--- src/rtl/riscv_pkg.sv ---
// rtl/riscv_pkg.sv - shared pipeline constants and fetch state encoding
package riscv_pkg;

    localparam logic [6:0] OP_RTYPE  = 7'b0110011;
    localparam logic [6:0] OP_ITYPE  = 7'b0010011;
    localparam logic [6:0] OP_LOAD   = 7'b0000011;
    localparam logic [6:0] OP_JALR   = 7'b1100111;
    localparam logic [6:0] OP_STORE  = 7'b0100011;
    localparam logic [6:0] OP_BRANCH = 7'b1100011;
    localparam logic [6:0] OP_JAL    = 7'b1101111;
    localparam logic [6:0] OP_AUIPC  = 7'b0010111;
    localparam logic [6:0] OP_LUI    = 7'b0110111;

    // All-zero word decodes to the Reset control word.
    localparam logic [31:0] INSTR_BUBBLE = 32'h0000_0000;

    typedef enum logic [1:0] {
        FS_FETCH,
        FS_WAIT,
        FS_DROP
    } fetch_state_t;

endpackage

--- src/rtl/fetch_unit_if.sv ---
// rtl/fetch_unit_if.sv - instruction-memory request/response interface
interface fetch_unit_if;
    logic        imem_req_valid;
    logic        imem_req_ready;
    logic [31:0] imem_req_addr;
    logic        imem_rsp_valid;
    logic [31:0] imem_rsp_data;

    modport master (
        output imem_req_valid,
        output imem_req_addr,
        input  imem_req_ready,
        input  imem_rsp_valid,
        input  imem_rsp_data
    );

    modport slave (
        input  imem_req_valid,
        input  imem_req_addr,
        output imem_req_ready,
        output imem_rsp_valid,
        output imem_rsp_data
    );
endinterface

--- src/rtl/fetch_skid_buffer.sv ---
// rtl/fetch_skid_buffer.sv - one-entry instruction/PC holding register
module fetch_skid_buffer (
    input  logic        clk,
    input  logic        reset,
    input  logic        clear,
    input  logic        fill,
    input  logic        drain,
    input  logic [31:0] fill_instr,
    input  logic [31:0] fill_pc,
    output logic        buf_valid,
    output logic [31:0] buf_instr,
    output logic [31:0] buf_pc
);

    // Clear wins over fill, fill wins over drain so a refill in a drain cycle keeps the new word.
    always_ff @(posedge clk) begin
        if (reset) begin
            buf_valid <= 1'b0;
            buf_instr <= 32'h0;
            buf_pc    <= 32'h0;
        end else if (clear) begin
            buf_valid <= 1'b0;
        end else if (fill) begin
            buf_valid <= 1'b1;
            buf_instr <= fill_instr;
            buf_pc    <= fill_pc;
        end else if (drain) begin
            buf_valid <= 1'b0;
        end
    end

endmodule

--- src/rtl/fetch_unit.sv ---
// rtl/fetch_unit.sv - instruction-fetch stage with IF/ID register
module fetch_unit
    import riscv_pkg::*;
#(
    parameter logic [31:0] RESET_PC = 32'h0000_0000
) (
    input  logic         clk,
    input  logic         reset,
    fetch_unit_if.master imem,
    input  logic         stall_d,
    input  logic         flush_d,
    input  logic         pc_src_e,
    input  logic [31:0]  pc_target_e,
    output logic [31:0]  instr_d,
    output logic [31:0]  pc_d,
    output logic [31:0]  pc_plus4_d,
    output logic         valid_d
);

    fetch_state_t fs, fs_next;
    logic [31:0]  pc_f, req_pc;
    logic         buf_valid;
    logic [31:0]  buf_instr, buf_pc;
    logic         rsp_take, if_load, buf_fill, buf_drain, req_valid, hs;

    // A response counts only in WAIT and only when no redirect discards it.
    assign rsp_take  = imem.imem_rsp_valid && (fs == FS_WAIT) && !pc_src_e;
    assign if_load   = !flush_d && !stall_d;
    assign buf_fill  = rsp_take && (!if_load || buf_valid);
    assign buf_drain = buf_valid && if_load;
    assign hs        = req_valid && imem.imem_req_ready;

    assign imem.imem_req_valid = req_valid;
    assign imem.imem_req_addr  = pc_f;

    // State register for the fetch FSM.
    always_ff @(posedge clk) begin
        if (reset) fs <= FS_FETCH;
        else       fs <= fs_next;
    end

    // Next-state and request issue; a response about to be buffered also blocks
    // issue so a second response can never arrive while the buffer is full.
    always_comb begin
        fs_next   = fs;
        req_valid = !pc_src_e && !buf_valid && !buf_fill &&
                    ((fs == FS_FETCH) || ((fs == FS_WAIT) && imem.imem_rsp_valid));
        if (pc_src_e) begin
            if (fs == FS_WAIT)
                fs_next = imem.imem_rsp_valid ? FS_FETCH : FS_DROP;
            else if ((fs == FS_DROP) && imem.imem_rsp_valid)
                fs_next = FS_FETCH;
        end else if (hs) begin
            fs_next = FS_WAIT;
        end else if ((fs != FS_FETCH) && imem.imem_rsp_valid) begin
            fs_next = FS_FETCH;
        end
    end

    // Fetch PC and the PC of the outstanding request.
    always_ff @(posedge clk) begin
        if (reset) begin
            pc_f   <= RESET_PC;
            req_pc <= 32'h0;
        end else if (pc_src_e) begin
            pc_f <= pc_target_e;
        end else if (hs) begin
            req_pc <= pc_f;
            pc_f   <= pc_f + 32'd4;
        end
    end

    fetch_skid_buffer u_skid (
        .clk        (clk),
        .reset      (reset),
        .clear      (pc_src_e),
        .fill       (buf_fill),
        .drain      (buf_drain),
        .fill_instr (imem.imem_rsp_data),
        .fill_pc    (req_pc),
        .buf_valid  (buf_valid),
        .buf_instr  (buf_instr),
        .buf_pc     (buf_pc)
    );

    // IF/ID register: flush, then stall, then oldest available instruction, else bubble.
    always_ff @(posedge clk) begin
        if (reset || flush_d) begin
            instr_d    <= INSTR_BUBBLE;
            pc_d       <= 32'h0;
            pc_plus4_d <= 32'h0;
            valid_d    <= 1'b0;
        end else if (!stall_d) begin
            if (buf_valid) begin
                instr_d    <= buf_instr;
                pc_d       <= buf_pc;
                pc_plus4_d <= buf_pc + 32'd4;
                valid_d    <= 1'b1;
            end else if (rsp_take) begin
                instr_d    <= imem.imem_rsp_data;
                pc_d       <= req_pc;
                pc_plus4_d <= req_pc + 32'd4;
                valid_d    <= 1'b1;
            end else begin
                instr_d    <= INSTR_BUBBLE;
                pc_d       <= 32'h0;
                pc_plus4_d <= 32'h0;
                valid_d    <= 1'b0;
            end
        end
    end

endmodule
--- src/flat_wrapper.sv ---
// flat-port wrapper written by rule: the top's interface ports become plain ports
module fetch_unit_flat import riscv_pkg::*;
#(
    parameter logic [31:0] RESET_PC = 32'h0000_0000
)
  (clk, reset, stall_d, flush_d, pc_src_e, pc_target_e, instr_d, pc_d, pc_plus4_d, valid_d, imem_imem_req_valid, imem_imem_req_addr, imem_imem_req_ready, imem_imem_rsp_valid, imem_imem_rsp_data);
  fetch_unit_if imem_i ();
  input  logic clk;
  input  logic reset;
  input  logic stall_d;
  input  logic flush_d;
  input  logic pc_src_e;
  input  logic [31:0] pc_target_e;
  output logic [31:0] instr_d;
  output logic [31:0] pc_d;
  output logic [31:0] pc_plus4_d;
  output logic valid_d;
  output wire logic [$bits(imem_i.imem_req_valid)-1:0] imem_imem_req_valid;
  output wire logic [$bits(imem_i.imem_req_addr)-1:0] imem_imem_req_addr;
  input wire logic [$bits(imem_i.imem_req_ready)-1:0] imem_imem_req_ready;
  input wire logic [$bits(imem_i.imem_rsp_valid)-1:0] imem_imem_rsp_valid;
  input wire logic [$bits(imem_i.imem_rsp_data)-1:0] imem_imem_rsp_data;
  assign imem_imem_req_valid = imem_i.imem_req_valid;
  assign imem_imem_req_addr = imem_i.imem_req_addr;
  assign imem_i.imem_req_ready = imem_imem_req_ready;
  assign imem_i.imem_rsp_valid = imem_imem_rsp_valid;
  assign imem_i.imem_rsp_data = imem_imem_rsp_data;
  fetch_unit #(.RESET_PC(RESET_PC)) u_core (.clk(clk), .reset(reset), .imem(imem_i), .stall_d(stall_d), .flush_d(flush_d), .pc_src_e(pc_src_e), .pc_target_e(pc_target_e), .instr_d(instr_d), .pc_d(pc_d), .pc_plus4_d(pc_plus4_d), .valid_d(valid_d));
endmodule
--- config.mk ---
export PLATFORM = sky130hd
export DESIGN_NAME = fetch_unit_flat
export DESIGN_NICKNAME = d
export VERILOG_FILES = /design/src/rtl/riscv_pkg.sv /design/src/rtl/fetch_unit_if.sv /design/src/rtl/fetch_skid_buffer.sv /design/src/rtl/fetch_unit.sv /design/src/flat_wrapper.sv
export SDC_FILE = /design/constraint.sdc
export NUM_CORES = 1
export LEC_CHECK = 0
export ABC_CLOCK_PERIOD_IN_PS = 4580
export CAP_MARGIN = 5
export CORE_MARGIN = 2
export CORE_UTILIZATION = 42
export DETAILED_ROUTE_END_ITERATION = 10
export PLACE_DENSITY = 0.77
export SYNTH_ARGS = -nofsm -noshare
export SYNTH_HDL_FRONTEND = slang
export SYNTH_SLANG_ARGS = --single-unit
--- constraint.sdc ---
create_clock -name clk -period 4.58 [get_ports clk]
set_input_delay 0.916 -clock clk [delete_from_list [all_inputs] [get_ports clk]]
set_output_delay 0.916 -clock clk [all_outputs]
set_load 0.005 [all_outputs]
==> summary.txt <==
Power
  • Maximum VDD drop: 0.0002090 V
  • Power Density: 338.4 nW/um^2
  • Gate power share: 8.9%
  • Sequential power share: 45.9%
  • Switching power as a share of total power: 23.61%
  • Total internal power: 3.473 mW
  • Switching component of the power: 1.074 mW
  • Leakage Power: 4.594 nW
  • Pwr Total: 4.547 mW
  • Power share of the clock group: 45.1%

Placement
  • Count of input and output buffers: 200
  • Total half-perimeter wirelength after legalization and detailed placement: 21.84 mm
  • Placer Congestion: 0.9163

Finish
  • Nets: 1509
  • Fraction of layout cells with a size suffix above 1: 5.854%
  • Utilization of the core after routing: 53.83%
  • Filler Cells Inserted: 2287
  • Antenna fix cells: 0
  • Total area of sequential cells: 4528 um^2
  • Area of the multi-input gates: 5459 um^2
  • Area grow syn2layout: 26.96%

Outcome
  • Outcome: finished clean

Min path
  • Worst min-delay path class: flop to flop

Clocking
  • Buffer cell driving the clock tree root: sky130_fd_sc_hd__clkbuf_16
  • Clk_lat worst skew: 0.53 ns
  • Count of instances resized after the clock tree is built: 0
  • Buffer levels on the longest clock path: 3
  • Total CTS buffers: 25
  • CTS hold repair buffers: 0
  • Clock tree from TritonCTS: built
  • CTS H-tree lvls: 1
  • Sink count of the clock tree: 226
  • Count of buffers added by post-CTS timing repair for setup: 0
  • Clock Pin Slew Worst Setup and Hold Paths: 0.05 ns

Routing
  • DR vias/cell: 5.978
  • Total wire length: 33.21 mm
  • Metal3 WL: 3.342 mm
  • Routed length per placed instance: 18.64 um
  • DRC errors left: 0
  • Drt pass-1 iters: 7
  • Total via count in the routed design: 10.65k
  • Met1 Routed Length: 14.22 mm
  • Topmost layer with routed signal wires: met4
  • Initial DRC count: 1059
  • Met2 wire length: 14.72 mm
  • Post-detailed-route count of antenna-violating nets: 0

Timing
  • Final number of hold-violating endpoints: 0
  • Final-report max-slew violation count: 0
  • Peak Freq: 0.2596 GHz
  • Post-route clock skew: 0.01918 ns
  • Transition time at the pin with the least slew margin: 1.160 ns
  • Total setup violations reported at the end of the flow: 0
  • Worst slew slack as a fraction of its limit: 22.07%
  • RSZ-0062 raised after global routing: false
  • Aggregate negative setup slack: 0 ns
  • Fin crit share: 84.12%
  • Clock period minus final worst setup slack: 3.853 ns

Floorplanning
  • Initial cell density of the core: 42.40%
  • DIE AREA: 26490 um^2
  • Width of the chip: 162.8 um
  • Top-level I/O count: 201
  • Number of rows in the core area: 58
  • Die height: 162.8 um
  • Core Region: 24960 um^2

Synth
  • YS warnings: 0
  • Number of distinct library cells after synthesis: 67
  • Most used flip-flop cell after synthesis: sky130_fd_sc_hd__dfxtp_1
  • Post-Synthesis Cell Area: 10590 um^2
  • Post-synth EDFFs: 0
  • Synthesis-stage register bit count: 226
  • Share of async-settable or async-resettable flops after synthesis: 0%
  • Synthesized area per cell: 7.989 um^2
  • Largest cells by area after synthesis: sky130_fd_sc_hd__dfxtp_1 (43%), sky130_fd_sc_hd__nand2_1 (8.4%), sky130_fd_sc_hd__a21oi_1 (6.1%)
  • Synth top area share: 42.74%
  • Proportion of synthesized chip area in sequential cells: 42.74%
  • Post-Syn Nets: 1399
  • Cell accounting for the most synthesized area: sky130_fd_sc_hd__dfxtp_1
  • Post-synthesis instance total: 1325

Worst setup path
  • Crit path required time: 3.66 ns
  • Worst endpoint data arrival time: 2.94 ns
  • Maximum fanout encountered on the critical timing path: 15
  • Nature of the critical path startpoint: input pin
  • Setup Crit Path Kind: input pin to output port
  • Setup crit end kind: output port

GRT
  • Initial antenna violation count: 0
  • GRT Overall Usage: 24.29%
  • Number of global-route vias before repair: 9954
  • Global-route wire length before repair: 52.84 mm
  • Largest net degree at the start of global routing: 65
  • Overflow after GRT: 0

Run
  • Max-cap violations: 0
[kinds of logic after synthesis]
| kind of cell | count (synthesis) | synth area share, % |
|---|---|---|
| and+or+nand+nor | 546 | 24.35 |
| xor gates and xnor gates | 32 | 2.648 |
| adders and majority gates | 3 | 0.3546 |
| DFF | 226 | 42.74 |
| muxes | 6 | 0.6146 |
| buffers and inverters | 151 | 6.040 |
| AOI/OAI and AO/OA | 361 | 23.25 |
[power by group through the flow]
stage	Sequential [mW]	Combinational [mW]	Clock, mW
after floorplan	2.11	0.202	0
after global placement	2.13	0.399	0
after detailed placement	2.13	0.402	0
after CTS	2.09	0.405	2.08
after global routing	2.10	0.441	2.17
final	2.09	0.405	2.05
[sequential cells by signal (all words and copies together), names as in the netlist]
register                   count
u_core.pc_plus4_d             32
u_core.req_pc                 32
u_core.imem.imem_req_addr     32
u_core.u_skid.buf_pc          32
u_core.u_skid.buf_instr       32
u_core.fs                      2
u_core.valid_d                 1
u_core.u_skid.buf_valid        1
u_core.pc_d                   30
u_core.instr_d                32
[placed cells by master (no fill, tap or decap), types with 19 or more instances in the layout]
master	Yosys	layout
sky130_fd_sc_hd__a31oi_1	20	20
sky130_fd_sc_hd__o211a_1	27	27
sky130_fd_sc_hd__nor4_1	20	20
sky130_fd_sc_hd__nand2_1	236	236
sky130_fd_sc_hd__o21ai_0	52	52
sky130_fd_sc_hd__nor3_1	67	67
sky130_fd_sc_hd__nand3_1	39	39
sky130_fd_sc_hd__dfxtp_1	226	225
sky130_fd_sc_hd__nor2_1	89	86
sky130_fd_sc_hd__buf_4	7	20
sky130_fd_sc_hd__clkdlybuf4s50_1	0	198
sky130_fd_sc_hd__nand4_1	30	30
sky130_fd_sc_hd__a221o_1	22	22
sky130_fd_sc_hd__xnor2_1	19	19
sky130_fd_sc_hd__a221oi_1	51	51
sky130_fd_sc_hd__a21oi_1	129	129
sky130_fd_sc_hd__clkbuf_16	0	25
[layout make-up]
class / count / share of cell area [%]
tap: 330 / 3.072
clock inverter: 10 / 1.015
sequential: 226 / 33.69
inverter: 15 / 0.4190
multi-input combinational: 948 / 40.62
clock buffer: 34 / 5.279
timing repair buffer: 219 / 15.90
[worst paths after layout]
kind | start | depth (start not counted) | endpoint | slack (ns)
setup reg to reg | u_core.u_skid.buf_valid | 6 | u_core.pc_plus4_d[29] | 1.79
hold reg to reg | u_core.u_skid.buf_instr[0] | 2 | u_core.u_skid.buf_instr[0] | 0.46
hold / removal | u_core.u_skid.buf_instr[0] | 2 | u_core.u_skid.buf_instr[0] | 0.46
setup / recovery | pc_src_e | 4 | imem_imem_req_valid | 0.73
[metal layers]
layer  vias up  global-route usage [%]
li1       5014                       -
met1      4984                   34.13
met2       583                   38.17
met3        72                   4.151
met4         0                   7.361
met5         -                       0
[worst max-delay path, cell delays in order]
cell and delay [ns]:
sky130_fd_sc_hd__clkdlybuf4s50_1 0.69, sky130_fd_sc_hd__nor3_1 0.52, sky130_fd_sc_hd__and3_1 0.28, sky130_fd_sc_hd__clkdlybuf4s50_1 0.52
[stage by stage]
| stage | hold slack [ns] | area, um^2 | setup slack, ns | std cells |
|---|---|---|---|---|
| floorplan | 0.4362 | 10590 | 1.384 | 1325 |
| global placement | 0.4415 | 12590 | 0.8256 | 1738 |
| detailed placement | 0.4473 | 12590 | 0.7555 | 1738 |
| CTS | 0.4571 | 13440 | 0.7266 | 1782 |
| global route | 0.4777 | 13440 | 0.6320 | 1782 |
| finish | 0.4553 | 13440 | 0.7272 | 1782 |
[synth_stat cells, types with 3 or more instances]
cell / n
sky130_fd_sc_hd__xor2_1: 13
sky130_fd_sc_hd__nor3_1: 67
sky130_fd_sc_hd__o211ai_1: 4
sky130_fd_sc_hd__nor2_1: 89
sky130_fd_sc_hd__and2_1: 3
sky130_fd_sc_hd__a221oi_1: 51
sky130_fd_sc_hd__buf_2: 14
sky130_fd_sc_hd__or4_1: 4
sky130_fd_sc_hd__a22oi_1: 3
sky130_fd_sc_hd__o31a_1: 10
sky130_fd_sc_hd__dfxtp_1: 226
sky130_fd_sc_hd__o21ai_1: 3
sky130_fd_sc_hd__clkbuf_2: 3
sky130_fd_sc_hd__nor4_1: 20
sky130_fd_sc_hd__a221o_1: 22
sky130_fd_sc_hd__nand2b_1: 6
sky130_fd_sc_hd__o21a_1: 8
sky130_fd_sc_hd__a311oi_1: 5
sky130_fd_sc_hd__a31oi_1: 20
sky130_fd_sc_hd__mux2_2: 4
sky130_fd_sc_hd__a21oi_1: 129
sky130_fd_sc_hd__nand3b_1: 4
sky130_fd_sc_hd__buf_1: 13
sky130_fd_sc_hd__inv_1: 13
sky130_fd_sc_hd__nand3_1: 39
sky130_fd_sc_hd__buf_4: 7
sky130_fd_sc_hd__o211a_1: 27
sky130_fd_sc_hd__ha_1: 3
sky130_fd_sc_hd__and3_1: 12
sky130_fd_sc_hd__o311a_1: 3
sky130_fd_sc_hd__o21ai_0: 52
sky130_fd_sc_hd__or3_1: 12
sky130_fd_sc_hd__nand2_1: 236
sky130_fd_sc_hd__xnor2_1: 19
sky130_fd_sc_hd__nand4_1: 30
sky130_fd_sc_hd__a211oi_1: 7
sky130_fd_sc_hd__clkbuf_1: 96
sky130_fd_sc_hd__and4_1: 9
Note: power is estimated with default switching activity, not from simulation.
